--- src/rtl/shift_reg_sequencer_pkg.sv ---
// -----------------------------------------------------------------------------
// sr_ops : shared definitions for the 4-bit universal register and its
//          command sequencer.
//
// Contents
//   OP_*     register select codes (sel input of the universal register)
//   state_t  sequencer FSM state encoding (S_IDLE / S_RUN / S_DONE)
//   helpers  small pure functions shared by the register-side logic
// -----------------------------------------------------------------------------
package sr_ops;

    // Register select codes. The sequencer never decodes these; it only
    // forwards them, so any 3-bit value is legal on the command side.
    localparam logic [2:0] OP_HOLD = 3'b000;
    localparam logic [2:0] OP_LOAD = 3'b001;
    localparam logic [2:0] OP_SHR  = 3'b010;
    localparam logic [2:0] OP_SHL  = 3'b011;
    localparam logic [2:0] OP_ROR  = 3'b100;
    localparam logic [2:0] OP_ROL  = 3'b101;
    localparam logic [2:0] OP_ADD  = 3'b110;
    localparam logic [2:0] OP_CLR  = 3'b111;

    // Sequencer FSM encoding.
    typedef enum logic [1:0] {
        S_IDLE = 2'd0,
        S_RUN  = 2'd1,
        S_DONE = 2'd2
    } state_t;

    // True when an op code leaves the register contents untouched.
    function automatic logic op_is_hold(input logic [2:0] op);
        return (op == OP_HOLD);
    endfunction

endpackage : sr_ops

--- src/rtl/shift_reg_sequencer_if.sv ---
// -----------------------------------------------------------------------------
// shift_reg_sequencer_if : command channel into the shift-register sequencer.
//
// Handshake
//   A command transfers on a rising clock edge where cmd_valid and cmd_ready
//   are both high. The master holds cmd_op/cmd_data/cmd_cnt stable while
//   cmd_valid is high; cmd_ready does not depend combinationally on
//   cmd_valid. cmd_abort is a level sampled only while a run is in progress
//   and is not part of the valid/ready transfer.
//
// Signals
//   cmd_valid  master -> slave  command offered
//   cmd_ready  slave  -> master sequencer can accept a command
//   cmd_op     master -> slave  register op code
//   cmd_data   master -> slave  operand / serial-in source
//   cmd_cnt    master -> slave  number of cycles to apply the op
//   cmd_abort  master -> slave  terminate the current run early
// -----------------------------------------------------------------------------
interface shift_reg_sequencer_if #(
    parameter int DATA_W = 4,
    parameter int CNT_W  = 4
);

    logic              cmd_valid;
    logic              cmd_ready;
    logic [2:0]        cmd_op;
    logic [DATA_W-1:0] cmd_data;
    logic [CNT_W-1:0]  cmd_cnt;
    logic              cmd_abort;

    modport master (
        output cmd_valid,
        output cmd_op,
        output cmd_data,
        output cmd_cnt,
        output cmd_abort,
        input  cmd_ready
    );

    modport slave (
        input  cmd_valid,
        input  cmd_op,
        input  cmd_data,
        input  cmd_cnt,
        input  cmd_abort,
        output cmd_ready
    );

endinterface : shift_reg_sequencer_if

--- src/rtl/shift_reg_sequencer_counter.sv ---
// -----------------------------------------------------------------------------
// seq_down_counter : run-length counter for the shift-register sequencer.
//
// Ports
//   clk        in   clock, rising edge
//   rst_n      in   asynchronous active-low reset
//   load       in   load load_val (takes priority over dec)
//   load_val   in   CNT_W  initial remaining count
//   dec        in   decrement by one (saturates at zero)
//   remaining  out  CNT_W  cycles left in the current run
//   last       out  registered (remaining == 1)
//
// 'last' is computed from the value being written so it is valid in the same
// cycle as 'remaining' without a comparator on the FSM's critical path.
// -----------------------------------------------------------------------------
module seq_down_counter #(
    parameter int CNT_W = 4
) (
    input  logic             clk,
    input  logic             rst_n,
    input  logic             load,
    input  logic [CNT_W-1:0] load_val,
    input  logic             dec,
    output logic [CNT_W-1:0] remaining,
    output logic             last
);

    always_ff @(posedge clk or negedge rst_n) begin
        if (!rst_n) begin
            remaining <= '0;
            last      <= 1'b0;
        end else if (load) begin
            remaining <= load_val;
            last      <= (load_val == CNT_W'(1));
        end else if (dec && (remaining != '0)) begin
            remaining <= remaining - CNT_W'(1);
            // After this decrement the count will be 1 iff it is 2 now.
            last      <= (remaining == CNT_W'(2));
        end
    end

endmodule : seq_down_counter

--- src/rtl/shift_reg_sequencer.sv ---
// -----------------------------------------------------------------------------
// shift_reg_sequencer : command-driven controller for the 4-bit universal
// register. Accepts one {op, data, count} command, drives the register's
// sel/d_in for exactly 'count' cycles, then pulses done for one cycle.
//
// Ports
//   clk            in   clock, rising edge
//   reset          in   asynchronous active-low reset
//   cmd            slave modport of shift_reg_sequencer_if (command channel)
//   reg_sel        out  3       register select; OP_HOLD whenever not running
//   reg_d_in       out  DATA_W  register data input; holds the last accepted
//                               data until the next accept
//   busy           out  high in RUN and DONE
//   done           out  one-cycle completion pulse
//   aborted        out  qualifies done: run was cut short by cmd_abort
//   dbg_state      out  current FSM state
//   dbg_remaining  out  CNT_W   cycles left in the current run
//
// Every output is a flop; nothing on the command side reaches reg_* without
// passing through a register. The next value of each output is derived from
// the next FSM state in a single combinational process.
// -----------------------------------------------------------------------------
module shift_reg_sequencer
    import sr_ops::*;
#(
    parameter int DATA_W = 4,
    parameter int CNT_W  = 4
) (
    input  logic                  clk,
    input  logic                  reset,
    shift_reg_sequencer_if.slave  cmd,
    output logic [2:0]            reg_sel,
    output logic [DATA_W-1:0]     reg_d_in,
    output logic                  busy,
    output logic                  done,
    output logic                  aborted,
    output state_t                dbg_state,
    output logic [CNT_W-1:0]      dbg_remaining
);

    state_t              state_q, state_n;
    logic                ready_q, ready_n;
    logic [2:0]          sel_n;
    logic [DATA_W-1:0]   d_n;
    logic                busy_n;
    logic                done_n;
    logic                aborted_n;

    logic                cnt_load;
    logic                cnt_dec;
    logic [CNT_W-1:0]    cnt_remaining;
    logic                cnt_last;

    logic                accept;

    assign accept        = cmd.cmd_valid && ready_q;
    assign cmd.cmd_ready = ready_q;
    assign dbg_state     = state_q;
    assign dbg_remaining = cnt_remaining;

    seq_down_counter #(
        .CNT_W (CNT_W)
    ) u_counter (
        .clk       (clk),
        .rst_n     (reset),
        .load      (cnt_load),
        .load_val  (cmd.cmd_cnt),
        .dec       (cnt_dec),
        .remaining (cnt_remaining),
        .last      (cnt_last)
    );

    // State and output registers.
    always_ff @(posedge clk or negedge reset) begin
        if (!reset) begin
            state_q  <= S_IDLE;
            ready_q  <= 1'b1;
            reg_sel  <= OP_HOLD;
            reg_d_in <= '0;
            busy     <= 1'b0;
            done     <= 1'b0;
            aborted  <= 1'b0;
        end else begin
            state_q  <= state_n;
            ready_q  <= ready_n;
            reg_sel  <= sel_n;
            reg_d_in <= d_n;
            busy     <= busy_n;
            done     <= done_n;
            aborted  <= aborted_n;
        end
    end

    // Next state and next registered outputs.
    always_comb begin
        state_n   = state_q;
        ready_n   = 1'b0;
        sel_n     = OP_HOLD;
        d_n       = reg_d_in;
        busy_n    = 1'b0;
        done_n    = 1'b0;
        aborted_n = 1'b0;
        cnt_load  = 1'b0;
        cnt_dec   = 1'b0;

        case (state_q)
            S_IDLE: begin
                ready_n = 1'b1;
                if (accept) begin
                    d_n     = cmd.cmd_data;
                    ready_n = 1'b0;
                    busy_n  = 1'b1;
                    if (cmd.cmd_cnt != '0) begin
                        state_n  = S_RUN;
                        sel_n    = cmd.cmd_op;
                        cnt_load = 1'b1;
                    end else begin
                        // Zero-length command: report completion without
                        // ever touching the register.
                        state_n = S_DONE;
                        done_n  = 1'b1;
                    end
                end
            end

            S_RUN: begin
                cnt_dec = 1'b1;
                busy_n  = 1'b1;
                // Abort wins over the natural end of the run so that a
                // simultaneous abort on the last cycle is still reported.
                if (cmd.cmd_abort) begin
                    state_n   = S_DONE;
                    done_n    = 1'b1;
                    aborted_n = 1'b1;
                end else if (cnt_last) begin
                    state_n = S_DONE;
                    done_n  = 1'b1;
                end else begin
                    // reg_sel itself carries the op for the rest of the run.
                    sel_n = reg_sel;
                end
            end

            S_DONE: begin
                state_n = S_IDLE;
                ready_n = 1'b1;
            end

            default: begin
                state_n = S_IDLE;
                ready_n = 1'b1;
            end
        endcase

        // A run of the hold code is still a run; this only guards against a
        // stale non-hold select surviving outside RUN.
        if ((state_n != S_RUN) && !op_is_hold(sel_n)) begin
            sel_n = OP_HOLD;
        end
    end

endmodule : shift_reg_sequencer
--- src/flat_wrapper.sv ---
// flat-port wrapper written by rule: the top's interface ports become plain ports
module shift_reg_sequencer_flat import sr_ops::*;
#(
    parameter int DATA_W = 4,
    parameter int CNT_W  = 4
)
  (clk, reset, reg_sel, reg_d_in, busy, done, aborted, dbg_state, dbg_remaining, cmd_cmd_valid, cmd_cmd_op, cmd_cmd_data, cmd_cmd_cnt, cmd_cmd_abort, cmd_cmd_ready);
  shift_reg_sequencer_if #(.DATA_W(DATA_W), .CNT_W(CNT_W)) cmd_i ();
  input  logic clk;
  input  logic reset;
  output logic [2:0] reg_sel;
  output logic [DATA_W-1:0] reg_d_in;
  output logic busy;
  output logic done;
  output logic aborted;
  output state_t dbg_state;
  output logic [CNT_W-1:0] dbg_remaining;
  input wire logic [$bits(cmd_i.cmd_valid)-1:0] cmd_cmd_valid;
  input wire logic [$bits(cmd_i.cmd_op)-1:0] cmd_cmd_op;
  input wire logic [$bits(cmd_i.cmd_data)-1:0] cmd_cmd_data;
  input wire logic [$bits(cmd_i.cmd_cnt)-1:0] cmd_cmd_cnt;
  input wire logic [$bits(cmd_i.cmd_abort)-1:0] cmd_cmd_abort;
  output wire logic [$bits(cmd_i.cmd_ready)-1:0] cmd_cmd_ready;
  assign cmd_i.cmd_valid = cmd_cmd_valid;
  assign cmd_i.cmd_op = cmd_cmd_op;
  assign cmd_i.cmd_data = cmd_cmd_data;
  assign cmd_i.cmd_cnt = cmd_cmd_cnt;
  assign cmd_i.cmd_abort = cmd_cmd_abort;
  assign cmd_cmd_ready = cmd_i.cmd_ready;
  shift_reg_sequencer #(.DATA_W(DATA_W), .CNT_W(CNT_W)) u_core (.clk(clk), .reset(reset), .cmd(cmd_i), .reg_sel(reg_sel), .reg_d_in(reg_d_in), .busy(busy), .done(done), .aborted(aborted), .dbg_state(dbg_state), .dbg_remaining(dbg_remaining));
endmodule
--- config.mk ---
export PLATFORM = sky130hd
export DESIGN_NAME = shift_reg_sequencer_flat
export DESIGN_NICKNAME = d
export VERILOG_FILES = /design/src/rtl/shift_reg_sequencer_pkg.sv /design/src/rtl/shift_reg_sequencer_if.sv /design/src/rtl/shift_reg_sequencer_counter.sv /design/src/rtl/shift_reg_sequencer.sv /design/src/flat_wrapper.sv
export SDC_FILE = /design/constraint.sdc
export NUM_CORES = 1
export LEC_CHECK = 0
export BUFFER_PORTS_ARGS = -buffer_cell sky130_fd_sc_hd__buf_2
export CORE_MARGIN = 10
export CORE_UTILIZATION = 25
export DETAILED_ROUTE_END_ITERATION = 7
export GPL_TIMING_DRIVEN = 1
export HOLD_SLACK_MARGIN = 0.02
export SLEW_MARGIN = 25
export SYNTH_ARGS = -nofsm -noshare
export SYNTH_HDL_FRONTEND = slang
export SYNTH_HIERARCHICAL = 1
export SYNTH_SLANG_ARGS = --single-unit
--- constraint.sdc ---
create_clock -name clk -period 3.59 [get_ports clk]
set_clock_uncertainty 0.15 [all_clocks]
set_input_delay 0.1795 -clock clk [delete_from_list [all_inputs] [get_ports clk]]
set_output_delay 0.1795 -clock clk [all_outputs]
set_load 0.01 [all_outputs]
==> results.txt <==
WL final: 2350 um
Layout cells sized above 1: 43.6%
Final HPWL DP: 1780 um
Reg clk slew, reported paths: 0.10 ns
CP required: 3.61 ns
CP endpoint kind: flop
Post-synth top flop: dfrtp_1
Clock sinks: 18
Reg2reg setup slack: 1.53 ns
Crit path max fanout: 12
R2R Path End: u_core/u_counter/last$_DFFE_PN0P_
Fin crit share: 59.4%
Syn_area_per_cell: 12.0 um2
Total core area: 0.00334 mm2
Reg2Reg Launch Point: u_core/cmd.cmd_ready$_DFF_PN1_
Antenna cells: 0
Syn Nets: 90
Vias in the first global route: 837
P per Cell Area: 734 mW/mm2
Cells after DPL: 147
Cells after Synth: 72
Synth warn: 6
Largest net degree at the start of global routing: 19
Max_cap viols: 0
Non-filler cells, final: 163
Slew Viols, Final: 0
CP Cell Sequence: dlygate4sd3_1 -> buf_2 -> or4_4 -> and2_2 -> nor3b_1 -> mux2i_1 -> o311ai_0
Die width: 78.8 um
Worst endpoint data arrival time: 2.15 ns
Tmin final: 2.13 ns
Std cell rows: 21
Slowest-stage cell, CP: or4_4
Post-CTS Hold Buffers: 12
Area of the mapped netlist: 865 um2
DR WL/cell: 14.4 um
Status: complete, no violations
Dpl ws: 1.56 ns
Setup total negative slack: 0 ns
CP endpoint: u_core/u_counter/remaining[0]$_DFFE_PN0P_
Initial DRC Count: 89
Root buf cell: clkbuf_4
DR vias: 741
Worst path depth: 7
Yosys top cell area share: 49.2%
Final worst slack: 1.46 ns
Worst setup startpoint: cmd_cmd_cnt[1]
CP Class: primary input to flop
Layout area overhead: 40.8%
Max-slew headroom: 40.1%
Max Clock Freq: 469 MHz
WP buf/inv: 2
Post-synth ARST share: 100%
Util after Layout: 36.5%
Post-CTS Repair Setup Buffers: 0
Crit path largest cell delay: 0.58 ns
Depth of the CTS H-tree: 1
Drt pass-1 iters: 4
Final GP Congestion: 0.780
Worst vdd ir: 0.148 mV
Smallest hold slack: 0.0522 ns
Worst-skew pair later-pin latency: 0.28 ns
GR Util All Layers: 7.75%
Yosys reg bits: 18
I/O pins: 32
Initial antenna violation count: 0
Die Footprint: 0.00621 mm2
Die H: 78.8 um
Synth area leader: dfrtp_1
I/O Buffers: 31
TritonCTS clock tree: done
Synth area leaders: dfrtp_1 (49%), mux2_2 (5.2%), ha_1 (4.3%), a32o_2 (3.9%), dfstp_2 (3.0%)
CTS Buf Count: 3
Resized Gates After CTS: 0
Final hold violations: 0
NumNets Final: 136
Post-synth EDFFs: 0
Synth cell types: 32
CTS max path bufs: 2
Worst Reg-to-Reg Cells: 5
Hold Crit Class: primary input to flop
Most used standard cell by instance count after synthesis: dfrtp_1
Gr ovfl total: 0
Setup violators final: 0
CP top delay family: simple AND/OR/NAND/NOR gates
Global-route wire length before repair: 3950 um
Drt drc: 0
RSZ-0062 raised after global routing: false
Synth top cells by count: dfrtp_1 (17), a21oi_1 (5), nand2_1 (5)
Slew @ Worst Pin: 0.886 ns
ANT nets after route: 0
Via density: 4.55
Worst Setup Start Kind: primary input
Lkg Pwr: 0.000587 uW
Post-synthesis sequential area ratio: 52.2%
Initial Util: 25.9%
==> through the flow <==
step	area, um2	power, uW
6_report	1220	894
5_1_grt	1220	980
4_1_cts	1220	911
3_5_place_dp	1060	772
3_3_place_gp	1060	759
2_1_floorplan	865	623
==> registers in the layout, indices dropped and copies added (netlist names) <==
name and flops:
u_core/u_counter/last 1, u_core/u_counter/remaining 4, u_core/reg_d_in 4, u_core/aborted 1, u_core/busy 1, u_core/done 1, u_core/dbg_state 2, u_core/reg_sel 3
u_core/cmd.cmd_ready 1
==> report_power, final <==
part / internal, uW / switching [uW] / leakage (uW)
Sequential: 293 / 65.5 / 0.000224
Clock: 61.7 / 58.9 / 0.0000210
Combinational: 199 / 215 / 0.000342
Total: 555 / 339 / 0.000587
==> worst min-delay path by stage <==
| stage | startpoint | endpoint | slack, ns | cells after the start |
|---|---|---|---|---|
| after floorplan | reset | u_core/aborted$_DFF_PN0_ | -0.27 | 0 |
| after global placement | reset | u_core/busy$_DFF_PN0_ | -0.02 | 1 |
| after detailed placement | reset | u_core/busy$_DFF_PN0_ | -0.01 | 1 |
| after CTS | cmd_cmd_cnt[0] | u_core/u_counter/remaining[0]$_DFFE_PN0P_ | 0.03 | 3 |
| after global routing | cmd_cmd_cnt[0] | u_core/u_counter/remaining[0]$_DFFE_PN0P_ | 0.06 | 3 |
| final | cmd_cmd_cnt[0] | u_core/u_counter/remaining[0]$_DFFE_PN0P_ | 0.05 | 3 |
==> routing by layer <==
metal,track usage [%],part of all wire [%],vias up
met4,4.66,3.3,0
met2,14.1,52,22
met1,7.80,39,352
met5,0,0,-
li1,-,-,361
met3,2.03,6.0,6
==> cell type report <==
class | instances | area [um2]
fill | 345 | 2120
sequential | 18 | 452
multi-input combinational | 49 | 385
timing repair buffer | 43 | 275
tap | 46 | 57.6
clock buffer | 4 | 36.3
inverter | 3 | 11.3
==> logic make-up after synthesis <==
| group | share of synthesized area [%] |
|---|---|
| buffers and inverters | 3.18 |
| AND/OR/NAND/NOR | 17.4 |
| adder cells (fa/ha/maj) | 4.34 |
| flip-flops | 52.2 |
| AO/OA/AOI/OAI | 16.5 |
| multiplexers | 6.37 |
==> cell usage in the layout (no fill, tap or decap), types with 3 or more instances in the layout <==
cell type,instances
buf_2,31
dfrtp_1,17
dlygate4sd3_1,12
a21oi_1,5
nand2_1,5
mux2_2,4
clkbuf_4,3
nor2b_1,3
a32o_2,3
inv_1,3
ha_1,3
==> worst register-to-register path, cell delays in order (launching register included) <==
cell      delay [ns]
dfstp_2         0.55
and4bb_2        0.39
and2_2          0.31
nand2_1         0.09
or4_1           0.40
o31ai_1         0.08
(Power assumes the default switching activity.)
